File: src/rtl/grid_game_pkg.sv
// Shared types and board-coordinate helpers for the N x N K-in-a-row game engine.
package grid_game_pkg;

  typedef enum logic [1:0] {EMPTY = 2'b00, P0 = 2'b01, P1 = 2'b10} cell_t;
  typedef enum logic [1:0] {PLAY = 2'd0, CHECK = 2'd1, WIN = 2'd2, DRAW = 2'd3} state_t;
  typedef enum logic [1:0] {H = 2'd0, V = 2'd1, D = 2'd2, AD = 2'd3} dir_t;

  function automatic int idx_row(input int idx, input int n);
    return idx / n;
  endfunction

  function automatic int idx_col(input int idx, input int n);
    return idx % n;
  endfunction

  function automatic int rc_idx(input int r, input int c, input int n);
    return r * n + c;
  endfunction

  // Unit step of each scan direction; AD walks down-left so it covers the anti-diagonal.
  function automatic int dir_dr(input dir_t d);
    return (d == H) ? 0 : 1;
  endfunction

  function automatic int dir_dc(input dir_t d);
    case (d)
      H:       return 1;
      V:       return 0;
      D:       return 1;
      default: return -1;
    endcase
  endfunction

endpackage

File: src/rtl/btn_edge_sync.sv
// One raw active-low button: synchroniser chain, then a registered falling-edge press pulse.
module btn_edge_sync #(
  parameter int SYNC_STG = 2
) (
  input  logic CLK,
  input  logic RST,
  input  logic btn_n,
  output logic press
);

  logic [SYNC_STG-1:0] sync_reg;
  logic                prev_reg;
  logic                press_reg;

  always_ff @(posedge CLK or negedge RST) begin
    if (!RST) begin
      sync_reg  <= '0;
      prev_reg  <= 1'b0;
      press_reg <= 1'b0;
    end else begin
      sync_reg  <= {sync_reg[SYNC_STG-2:0], btn_n};
      prev_reg  <= sync_reg[SYNC_STG-1];
      press_reg <= prev_reg & ~sync_reg[SYNC_STG-1];
    end
  end

  assign press = press_reg;

endmodule

File: src/rtl/grid_game_ctrl.sv
// N x N K-in-a-row engine: button capture, vblank-gated commit, sequential line scan through the last move.
// Optional turn time limit is enabled by defining MOVE_TIMEOUT_EN.
module grid_game_ctrl
  import grid_game_pkg::*;
#(
  parameter int N           = 3,
  parameter int K           = 3,
  parameter int SYNC_STG    = 2,
  parameter int TIMEOUT_CYC = 2**24
) (
  input  logic                       CLK,
  input  logic                       RST,
  input  logic [N*N-1:0]             btn_n,
  input  logic                       restart,
  input  logic                       vnotactive,
  input  logic [$clog2(N*N)-1:0]     rd_idx,
  output logic [1:0]                 rd_cell,
  output logic                       player,
  output logic [1:0]                 state,
  output logic                       winner,
  output logic [$clog2(N*N+1)-1:0]   move_cnt
);

  localparam int CELLS = N * N;
  localparam int IW    = $clog2(CELLS);
  localparam int MW    = $clog2(CELLS + 1);
  localparam int DW    = $clog2(K);
  localparam int RW    = $clog2(K + 1);

  logic [2*CELLS-1:0] board_reg, board_next;
  logic               player_reg, player_next;
  logic               winner_reg, winner_next;
  state_t             state_reg, state_next;
  logic [MW-1:0]      move_cnt_reg, move_cnt_next;
  logic               pend_valid_reg, pend_valid_next;
  logic [IW-1:0]      pend_idx_reg, pend_idx_next;
  logic [IW-1:0]      last_idx_reg, last_idx_next;
  dir_t               dir_reg, dir_next;
  logic               side_reg, side_next;
  logic [DW-1:0]      dist_reg, dist_next;
  logic [RW-1:0]      run_reg, run_next;

  logic [CELLS-1:0]   press;
  logic               press_found;
  logic [IW-1:0]      press_sel;
  logic               commit;
  logic [1:0]         own_code;
  logic [1:0]         rd_raw;
  int                 probe_r, probe_c, probe_idx;
  logic               probe_in, probe_match;

`ifdef MOVE_TIMEOUT_EN
  localparam int TW = $clog2(TIMEOUT_CYC);
  logic [TW-1:0] turn_reg, turn_next;
`else
  logic unused_timeout;
  assign unused_timeout = ^TIMEOUT_CYC;
`endif

  genvar gi;
  generate
    for (gi = 0; gi < CELLS; gi++) begin : g_btn
      btn_edge_sync #(.SYNC_STG(SYNC_STG)) u_sync (
        .CLK   (CLK),
        .RST   (RST),
        .btn_n (btn_n[gi]),
        .press (press[gi])
      );
    end
  endgenerate

  assign own_code = player_reg ? P1 : P0;

  // Probe cell: dist steps from the last move along dir, side 0 forward, side 1 backward.
  always_comb begin
    int sgn;
    sgn         = side_reg ? -1 : 1;
    probe_r     = idx_row(int'(last_idx_reg), N) + sgn * dir_dr(dir_reg) * int'(dist_reg);
    probe_c     = idx_col(int'(last_idx_reg), N) + sgn * dir_dc(dir_reg) * int'(dist_reg);
    probe_in    = (probe_r >= 0) && (probe_r < N) && (probe_c >= 0) && (probe_c < N);
    probe_idx   = probe_in ? rc_idx(probe_r, probe_c, N) : 0;
    probe_match = probe_in && (board_reg[2*probe_idx +: 2] == own_code);
  end

  always_comb begin
    board_next      = board_reg;
    player_next     = player_reg;
    winner_next     = winner_reg;
    state_next      = state_reg;
    move_cnt_next   = move_cnt_reg;
    pend_valid_next = pend_valid_reg;
    pend_idx_next   = pend_idx_reg;
    last_idx_next   = last_idx_reg;
    dir_next        = dir_reg;
    side_next       = side_reg;
    dist_next       = dist_reg;
    run_next        = run_reg;
    commit          = 1'b0;
    press_found     = 1'b0;
    press_sel       = '0;

    for (int i = CELLS - 1; i >= 0; i--) begin
      if (press[i] && (board_reg[2*i +: 2] == EMPTY)) begin
        press_found = 1'b1;
        press_sel   = IW'(i);
      end
    end

    case (state_reg)
      PLAY: begin
        if (pend_valid_reg && vnotactive) begin
          commit                         = 1'b1;
          board_next[2*pend_idx_reg +: 2] = own_code;
          move_cnt_next                  = move_cnt_reg + MW'(1);
          pend_valid_next                = 1'b0;
          last_idx_next                  = pend_idx_reg;
          dir_next                       = H;
          side_next                      = 1'b0;
          dist_next                      = DW'(1);
          run_next                       = RW'(1);
          state_next                     = CHECK;
        end else if (!pend_valid_reg && press_found) begin
          pend_valid_next = 1'b1;
          pend_idx_next   = press_sel;
        end
      end
      CHECK: begin
        if (probe_match) begin
          if (int'(run_reg) + 1 >= K) begin
            winner_next = player_reg;
            state_next  = WIN;
          end else begin
            run_next  = run_reg + RW'(1);
            dist_next = dist_reg + DW'(1);
          end
        end else begin
          // A side ends at the board edge or the first mismatching cell.
          dist_next = DW'(1);
          if (!side_reg) begin
            side_next = 1'b1;
          end else begin
            side_next = 1'b0;
            run_next  = RW'(1);
            if (dir_reg == AD) begin
              if (move_cnt_reg == MW'(CELLS)) begin
                state_next = DRAW;
              end else begin
                player_next = ~player_reg;
                state_next  = PLAY;
              end
            end else begin
              dir_next = dir_t'(dir_reg + 2'd1);
            end
          end
        end
      end
      default: ;
    endcase

`ifdef MOVE_TIMEOUT_EN
    turn_next = '0;
    if ((state_reg == PLAY) && !commit) begin
      if (turn_reg == TW'(TIMEOUT_CYC - 1)) begin
        if (!pend_valid_reg) player_next = ~player_reg;
      end else begin
        turn_next = turn_reg + TW'(1);
      end
    end
`endif

    if (restart) begin
      board_next      = '0;
      player_next     = 1'b0;
      winner_next     = 1'b0;
      move_cnt_next   = '0;
      pend_valid_next = 1'b0;
      state_next      = PLAY;
`ifdef MOVE_TIMEOUT_EN
      turn_next       = '0;
`endif
    end
  end

  always_ff @(posedge CLK or negedge RST) begin
    if (!RST) begin
      board_reg      <= '0;
      player_reg     <= 1'b0;
      winner_reg     <= 1'b0;
      state_reg      <= PLAY;
      move_cnt_reg   <= '0;
      pend_valid_reg <= 1'b0;
      pend_idx_reg   <= '0;
      last_idx_reg   <= '0;
      dir_reg        <= H;
      side_reg       <= 1'b0;
      dist_reg       <= DW'(1);
      run_reg        <= RW'(1);
    end else begin
      board_reg      <= board_next;
      player_reg     <= player_next;
      winner_reg     <= winner_next;
      state_reg      <= state_next;
      move_cnt_reg   <= move_cnt_next;
      pend_valid_reg <= pend_valid_next;
      pend_idx_reg   <= pend_idx_next;
      last_idx_reg   <= last_idx_next;
      dir_reg        <= dir_next;
      side_reg       <= side_next;
      dist_reg       <= dist_next;
      run_reg        <= run_next;
    end
  end

`ifdef MOVE_TIMEOUT_EN
  always_ff @(posedge CLK or negedge RST) begin
    if (!RST) turn_reg <= '0;
    else      turn_reg <= turn_next;
  end
`endif

  // Code 11 is never written, so treat it as corruption and show an empty cell.
  always_comb begin
    rd_raw = 2'b00;
    if (int'(rd_idx) < CELLS) rd_raw = board_reg[2*rd_idx +: 2];
    rd_cell = (rd_raw == 2'b11) ? 2'b00 : rd_raw;
  end

  assign player   = player_reg;
  assign state    = state_reg;
  assign winner   = winner_reg;
  assign move_cnt = move_cnt_reg;

endmodule

File: config.mk
export PLATFORM = sky130hd
export DESIGN_NAME = grid_game_ctrl
export DESIGN_NICKNAME = d
export VERILOG_FILES = /design/src/rtl/grid_game_pkg.sv /design/src/rtl/btn_edge_sync.sv /design/src/rtl/grid_game_ctrl.sv
export SDC_FILE = /design/constraint.sdc
export NUM_CORES = 1
export LEC_CHECK = 0
export ABC_AREA = 1
export ABC_CLOCK_PERIOD_IN_PS = 8500
export CAP_MARGIN = 20
export CORE_MARGIN = 2
export CORE_UTILIZATION = 45
export CTS_CLUSTER_SIZE = 20
export DETAILED_ROUTE_END_ITERATION = 7
export GPL_TIMING_DRIVEN = 0
export PLACE_DENSITY = 0.58
export SYNTH_ARGS = -nofsm -noshare
export SYNTH_HDL_FRONTEND = slang
export SYNTH_SLANG_ARGS = --single-unit
File: constraint.sdc
create_clock -name CLK -period 8.5 [get_ports CLK]
set_clock_uncertainty 0.15 [all_clocks]
set_input_delay 2.55 -clock CLK [delete_from_list [all_inputs] [get_ports CLK]]
set_output_delay 2.55 -clock CLK [all_outputs]
set_load 0.005 [all_outputs]
==> metrics.txt, run 1 <==
outcome=finished clean; Synth top area share=~22%; unique cell type count in the Yosys netlist=47; Top FF cell, synth=dfrtp_1; critical path fanouts, max=10; Peak Freq=roughly 130 MHz; TritonCTS clock tree=built; antenna cells=0; Post-synth top cells=280 x nand2_1, 265 x inv_1, 140 x nor2_1, 84 x ha_1, 82 x nand3_1; share of layout cells above drive strength 1=roughly 5.6%; synthesized area=approximately 8500 um2; R2R Path End=dist_reg[1]$_DFFE_PN0P_; cts hold-fix bufs=0; Post-CTS Setup Bufs=0; vias=7726; cell taking the most area after synthesis=dfrtp_1; crit path DAT=7.72 ns; Rel. slew slack=42.4%; Die Height=~140 um; Mapped Nets=1400; CTS Buffer Depth=2; startpoint class of the critical path=flip-flop; clock root buffer=clkbuf_16; Final Core Density=between 50 and 60%; Hold Path Stages=0; Nets=between 1000 and 1500; CP endpoint=dist_reg[1]$_DFFE_PN0P_; min-delay src=g_btn[7].u_sync.sync_reg[0]$_DFF_PN0_; Slowest-stage cell, CP=dfrtp_1; Seq/Total Area, Yosys=22.9%; Total Neg Setup Slack=0 ns; Worst Hold Class=reg -> reg; post-CTS resize count=0; Die Area=~20000 um2; Pins Over Slew Limit=0; min cycle time layout=7.64 ns; IO buf count=25; Synthesis Warnings=0; Core Region=about 19000 um2; Syn Inst Count=1263; worst skew pair latency=between 0.3 and 0.4 ns; H-tree depth=3; die width=142 um; Final ANT Viol Nets=0; initial DRC count=about 350; Worst Setup Path Type=reg -> reg; delay of the slowest cell on the worst path=between 0.4 and 0.5 ns; asr flop ratio synth=between 90% and 100%; vias per std cell=between 5 and 6; CTS Sinks=between 70 and 80; Placement Setup Slack=about 0.81 ns; DRC Markers=0; worst setup path startpoint=last_idx_reg[2]$_DFFE_PN0P_; Routed WL=just over 20000 um; EDFF count, synth=0; Detailed Place HPWL=17000 um; non-filler cells, final=around 1500; FF-to-FF path depth=46; Hold Vio Cnt, Final=0; most used cell, CP=nand2_1; RSZ-0062 raised after global routing=false; largest net degree at the start of global routing=53; initial antenna violation count=0; Worst-path clk slew=approximately 0.060 ns; Layout area overhead=10.3%; GRT overflow=0; initial core utilization=about 46%; DRT Pass-1 Iters=6; count leader, synth=nand2_1; Rows=50; Reg2Reg Launch Point=last_idx_reg[2]$_DFFE_PN0P_; fin crit share=89.8%; MaxCap Viol Count=0; drt wl/cell=13.2 um; total track usage=between 20% and 30%; dpl cells=1524; RePlAce Congestion=around 0.85; Setup-failing EPs final=0; total clock buffers created by CTS=9; ranking of synthesized cells by area=dfrtp_1 22%, ha_1 12%, nand2_1 12%, inv_1 12%, fa_1 8.4%; Worst EP required=around 8.6 ns; first-pass GRT wire length=~35000 um; I/O pin count=27; Setup crit end kind=flip-flop; syn_area_per_cell=roughly 6.8 um2; FF-to-FF setup slack=0.86 ns; final setup margin=about 0.86 ns; vias in the first global route=roughly 7400; Yosys reg bits=just under 80; Least-Margin Pin Slew=about 0.86 ns
## per-stage QoR
stage          hold WS, ns  instance area, um2
5_1_grt              0.206                9420
3_3_place_gp         0.181                9080
3_5_place_dp         0.186                9140
6_report             0.196                9420
4_1_cts              0.200                9420
2_1_floorplan        0.181                8540
## how the worst min path moves through the flow
stage                                                 end  slack (ns)
CTS                 g_btn[3].u_sync.sync_reg[1]$_DFF_PN0_        0.20
global route        g_btn[4].u_sync.sync_reg[1]$_DFF_PN0_        0.21
global placement    g_btn[3].u_sync.sync_reg[1]$_DFF_PN0_        0.18
detailed placement  g_btn[7].u_sync.sync_reg[1]$_DFF_PN0_        0.19
finish              g_btn[7].u_sync.sync_reg[1]$_DFF_PN0_        0.20
floorplan           g_btn[0].u_sync.sync_reg[1]$_DFF_PN0_        0.18
## routing by layer
| metal | GRT usage [%] | part of all wire, % |
|---|---|---|
| met5 | 0 | 0 |
| met4 | 5.11 | 1.4 |
| met3 | 1.55 | 2.3 |
| met2 | 37.9 | 48 |
| met1 | 28.0 | 48 |
## logic make-up (layout without fill, tap and decap cells)
kind of cell	count (synthesis)	after routing	share of synthesized area (%)
compound gates	145	145	9.45
xor+xnor	22	22	2.26
fa+ha+maj	120	120	20.7
buf+inv	285	328	12.7
flops	78	78	22.9
simple gates	613	613	32.0
## cell type report
cell class              count  area (um2)
repair buffers             27         303
fillers                  1954        9220
plain buffers              13        57.6
multi-input cells         900        5500
clock inverters             7        56.3
well taps                 234         293
inverters                 272        1030
flip-flops and latches     78        1950
clock buffers               9         225
## worst max-delay path, delay by kind of cell (launching register included)
| family | cells | cell delay (ns) |
|---|---|---|
| buffers and inverters | 5 | 0.62 |
| and+or+nand+nor | 32 | 4.08 |
| AOI/OAI and AO/OA | 2 | 0.34 |
| DFF | 1 | 0.42 |
| adders and majority gates | 7 | 1.89 |
## cell usage in the layout (no fill, tap or decap), types with 2 or more instances in the layout
cell	count
a21oi_1	54
a31oi_1	3
a32o_1	2
buf_16	2
clkbuf_1	11
clkbuf_16	9
clkdlybuf4s50_1	24
clkinv_4	3
dfrtp_1	76
dfstp_2	2
fa_1	36
ha_1	84
inv_1	264
inv_2	6
inv_6	3
nand2_1	280
nand2_2	10
nand2_4	2
nand3_1	82
nand3_2	7
nand3b_1	8
nand4_1	37
nor2_1	140
nor2_2	9
nor2_4	3
nor3_1	19
nor4_1	5
o21ai_0	60
o21ai_1	7
o21bai_1	5
o31ai_1	4
o41ai_1	2
or2_2	6
xnor2_1	10
xor2_1	12
Power of run 1 is left out: the tool's default activity adds up to more than one toggle a clock period on the data nets, which glitch-free logic cannot reach.
==> inputs of run 2 (changes only) <==
ABC_CLOCK_PERIOD_IN_PS = 9200   (was 8500)
SLEW_MARGIN = 25   (was default)
clock period = 9.2 ns   (was 8.5 ns; I/O delays follow)
==> metrics.txt, run 2 (synthesis results as in run 1) <==
outcome=finished clean; Detailed Place HPWL=17000 um (+0.49%); critical path fanouts, max=10 (unchanged); vias in the first global route=7359 (-0.39%); FF-to-FF setup slack=1.60 ns (+0.74 ns); most common cell after layout, fill and taps aside=nand2_1; IO buf count=25 (unchanged); Rows=50 (unchanged); total clock buffers created by CTS=9 (unchanged); vias=7751 (+0.32%); CTS Sinks=78 (unchanged); delay of the slowest cell on the worst path=0.47 ns (+0.05 ns); Worst-path clk slew=0.06 ns (about the same); Worst Setup Path Type=reg -> reg; Setup-failing EPs final=0 (unchanged); cts hold-fix bufs=0 (unchanged); initial core utilization=45.8% (unchanged); share of layout cells above drive strength 1=5.67% (+0.077 points); die width=142 um (unchanged); largest net degree at the start of global routing=53 (unchanged); FF-to-FF path depth=45 (-2.2%); most used cell, CP=nand2_1; Peak Freq=132 MHz (+0.47%); Least-Margin Pin Slew=0.749 ns (-0.114 ns); vias per std cell=5.03 (+0.32%); I/O pin count=27 (unchanged); Core Region=18600 um2 (unchanged); Total Neg Setup Slack=0 ns (unchanged); antenna cells=0 (unchanged); H-tree depth=3 (unchanged); Worst EP required=9.28 ns (+0.70 ns); Setup crit end kind=flip-flop; Die Area=20100 um2 (unchanged); most frequent cells in the layout=280 x nand2_1, 263 x inv_1, 140 x nor2_1; first-pass GRT wire length=34600 um (-0.61%); TritonCTS clock tree=built; Slowest-stage cell, CP=dfrtp_1; crit path DAT=7.68 ns (-0.04 ns); DRC Markers=0 (unchanged); post-CTS resize count=0 (unchanged); RePlAce Congestion=0.851 (unchanged); total track usage=21.0% (-0.14 points); worst skew pair latency=0.33 ns (about the same); GRT overflow=0 (unchanged); Routed WL=20200 um (-0.45%); initial antenna violation count=0 (unchanged); fin crit share=82.6% (-7.2 points); Pins Over Slew Limit=0 (unchanged); Worst Hold Class=reg -> reg; Layout area overhead=10.5%; CTS Buffer Depth=2 (unchanged); RSZ-0062 raised after global routing=false; min cycle time layout=7.60 ns (-0.0353 ns); Rel. slew slack=50.0% (+7.6 points); DRT Pass-1 Iters=5 (-1); Die Height=142 um (unchanged); MaxCap Viol Count=0 (unchanged); Post-CTS Setup Bufs=0 (unchanged); drt wl/cell=13.1 um (-0.45%); initial DRC count=345 (-0.86%); clock root buffer=clkbuf_16; Nets=1438 (unchanged); Final ANT Viol Nets=0 (unchanged); Fillers=1944 (-0.51%); startpoint class of the critical path=flip-flop; Hold Path Stages=0 (unchanged); Hold Vio Cnt, Final=0 (unchanged)
-- run 2: cell count changes in the layout (fill, tap and decap cells not counted), sizes merged --
cell	change
clkinv	-2
clkinvlp	+2
inv	-2
bufinv	+1
clkbuf	+1
-- run 2: critical path: cells and delay by family, from the launching register on --
family | cells | cell delay (ns)
compound gates | 2 | 0.33
buf+inv | 4 | 0.49
simple gates | 32 | 4.03
flops | 1 | 0.47
fa+ha+maj | 7 | 1.96
-- run 2: metrics by stage --
stage | util (%) | setup slack (ns) | hold slack [ns] | area [um2] | cells
global placement | 48.7 | 1.55 | 0.181 | 9080 | 1522
detailed placement | 49.0 | 1.52 | 0.186 | 9130 | 1524
global route | 50.6 | 0.864 | 0.206 | 9440 | 1540
finish | 50.6 | 1.60 | 0.196 | 9440 | 1540
CTS | 50.6 | 1.51 | 0.199 | 9440 | 1540
floorplan | - | 2.58 | 0.181 | 8540 | 1263
-- run 2: worst paths after layout --
check                                                             end                                  start
worst max-delay path                          dist_reg[1]$_DFFE_PN0P_            last_idx_reg[3]$_DFFE_PN0P_
worst min-delay path            g_btn[7].u_sync.sync_reg[1]$_DFF_PN0_  g_btn[7].u_sync.sync_reg[0]$_DFF_PN0_
worst max register to register                dist_reg[1]$_DFFE_PN0P_            last_idx_reg[3]$_DFFE_PN0P_
worst min register to register  g_btn[7].u_sync.sync_reg[1]$_DFF_PN0_  g_btn[7].u_sync.sync_reg[0]$_DFF_PN0_
max in group asynchronous                     dist_reg[0]$_DFFE_PN1P_                                    RST
min in group asynchronous       g_btn[7].u_sync.sync_reg[0]$_DFF_PN0_                                    RST
-- run 2: layout make-up --
| class | instances | area, um2 | area share (%) |
|---|---|---|---|
| sequential | 78 | 1950 | 20.7 |
| inverter | 272 | 1030 | 10.9 |
| clock buffer | 10 | 239 | 2.53 |
| tap | 234 | 293 | 3.10 |
| buffer | 13 | 57.6 | 0.610 |
| clock inverter | 6 | 70.1 | 0.742 |
| multi-input combinational | 900 | 5500 | 58.3 |
| timing repair buffer | 27 | 295 | 3.13 |
-- run 2: layer usage --
layer	track usage (%)	up-vias	share of wire [%]
met1	28.0	3542	48
met3	1.79	15	2.8
met5	0	-	0
met2	37.6	120	48
li1	-	4074	-
met4	4.42	0	1.1
Power of run 2 is left out for the same reason.
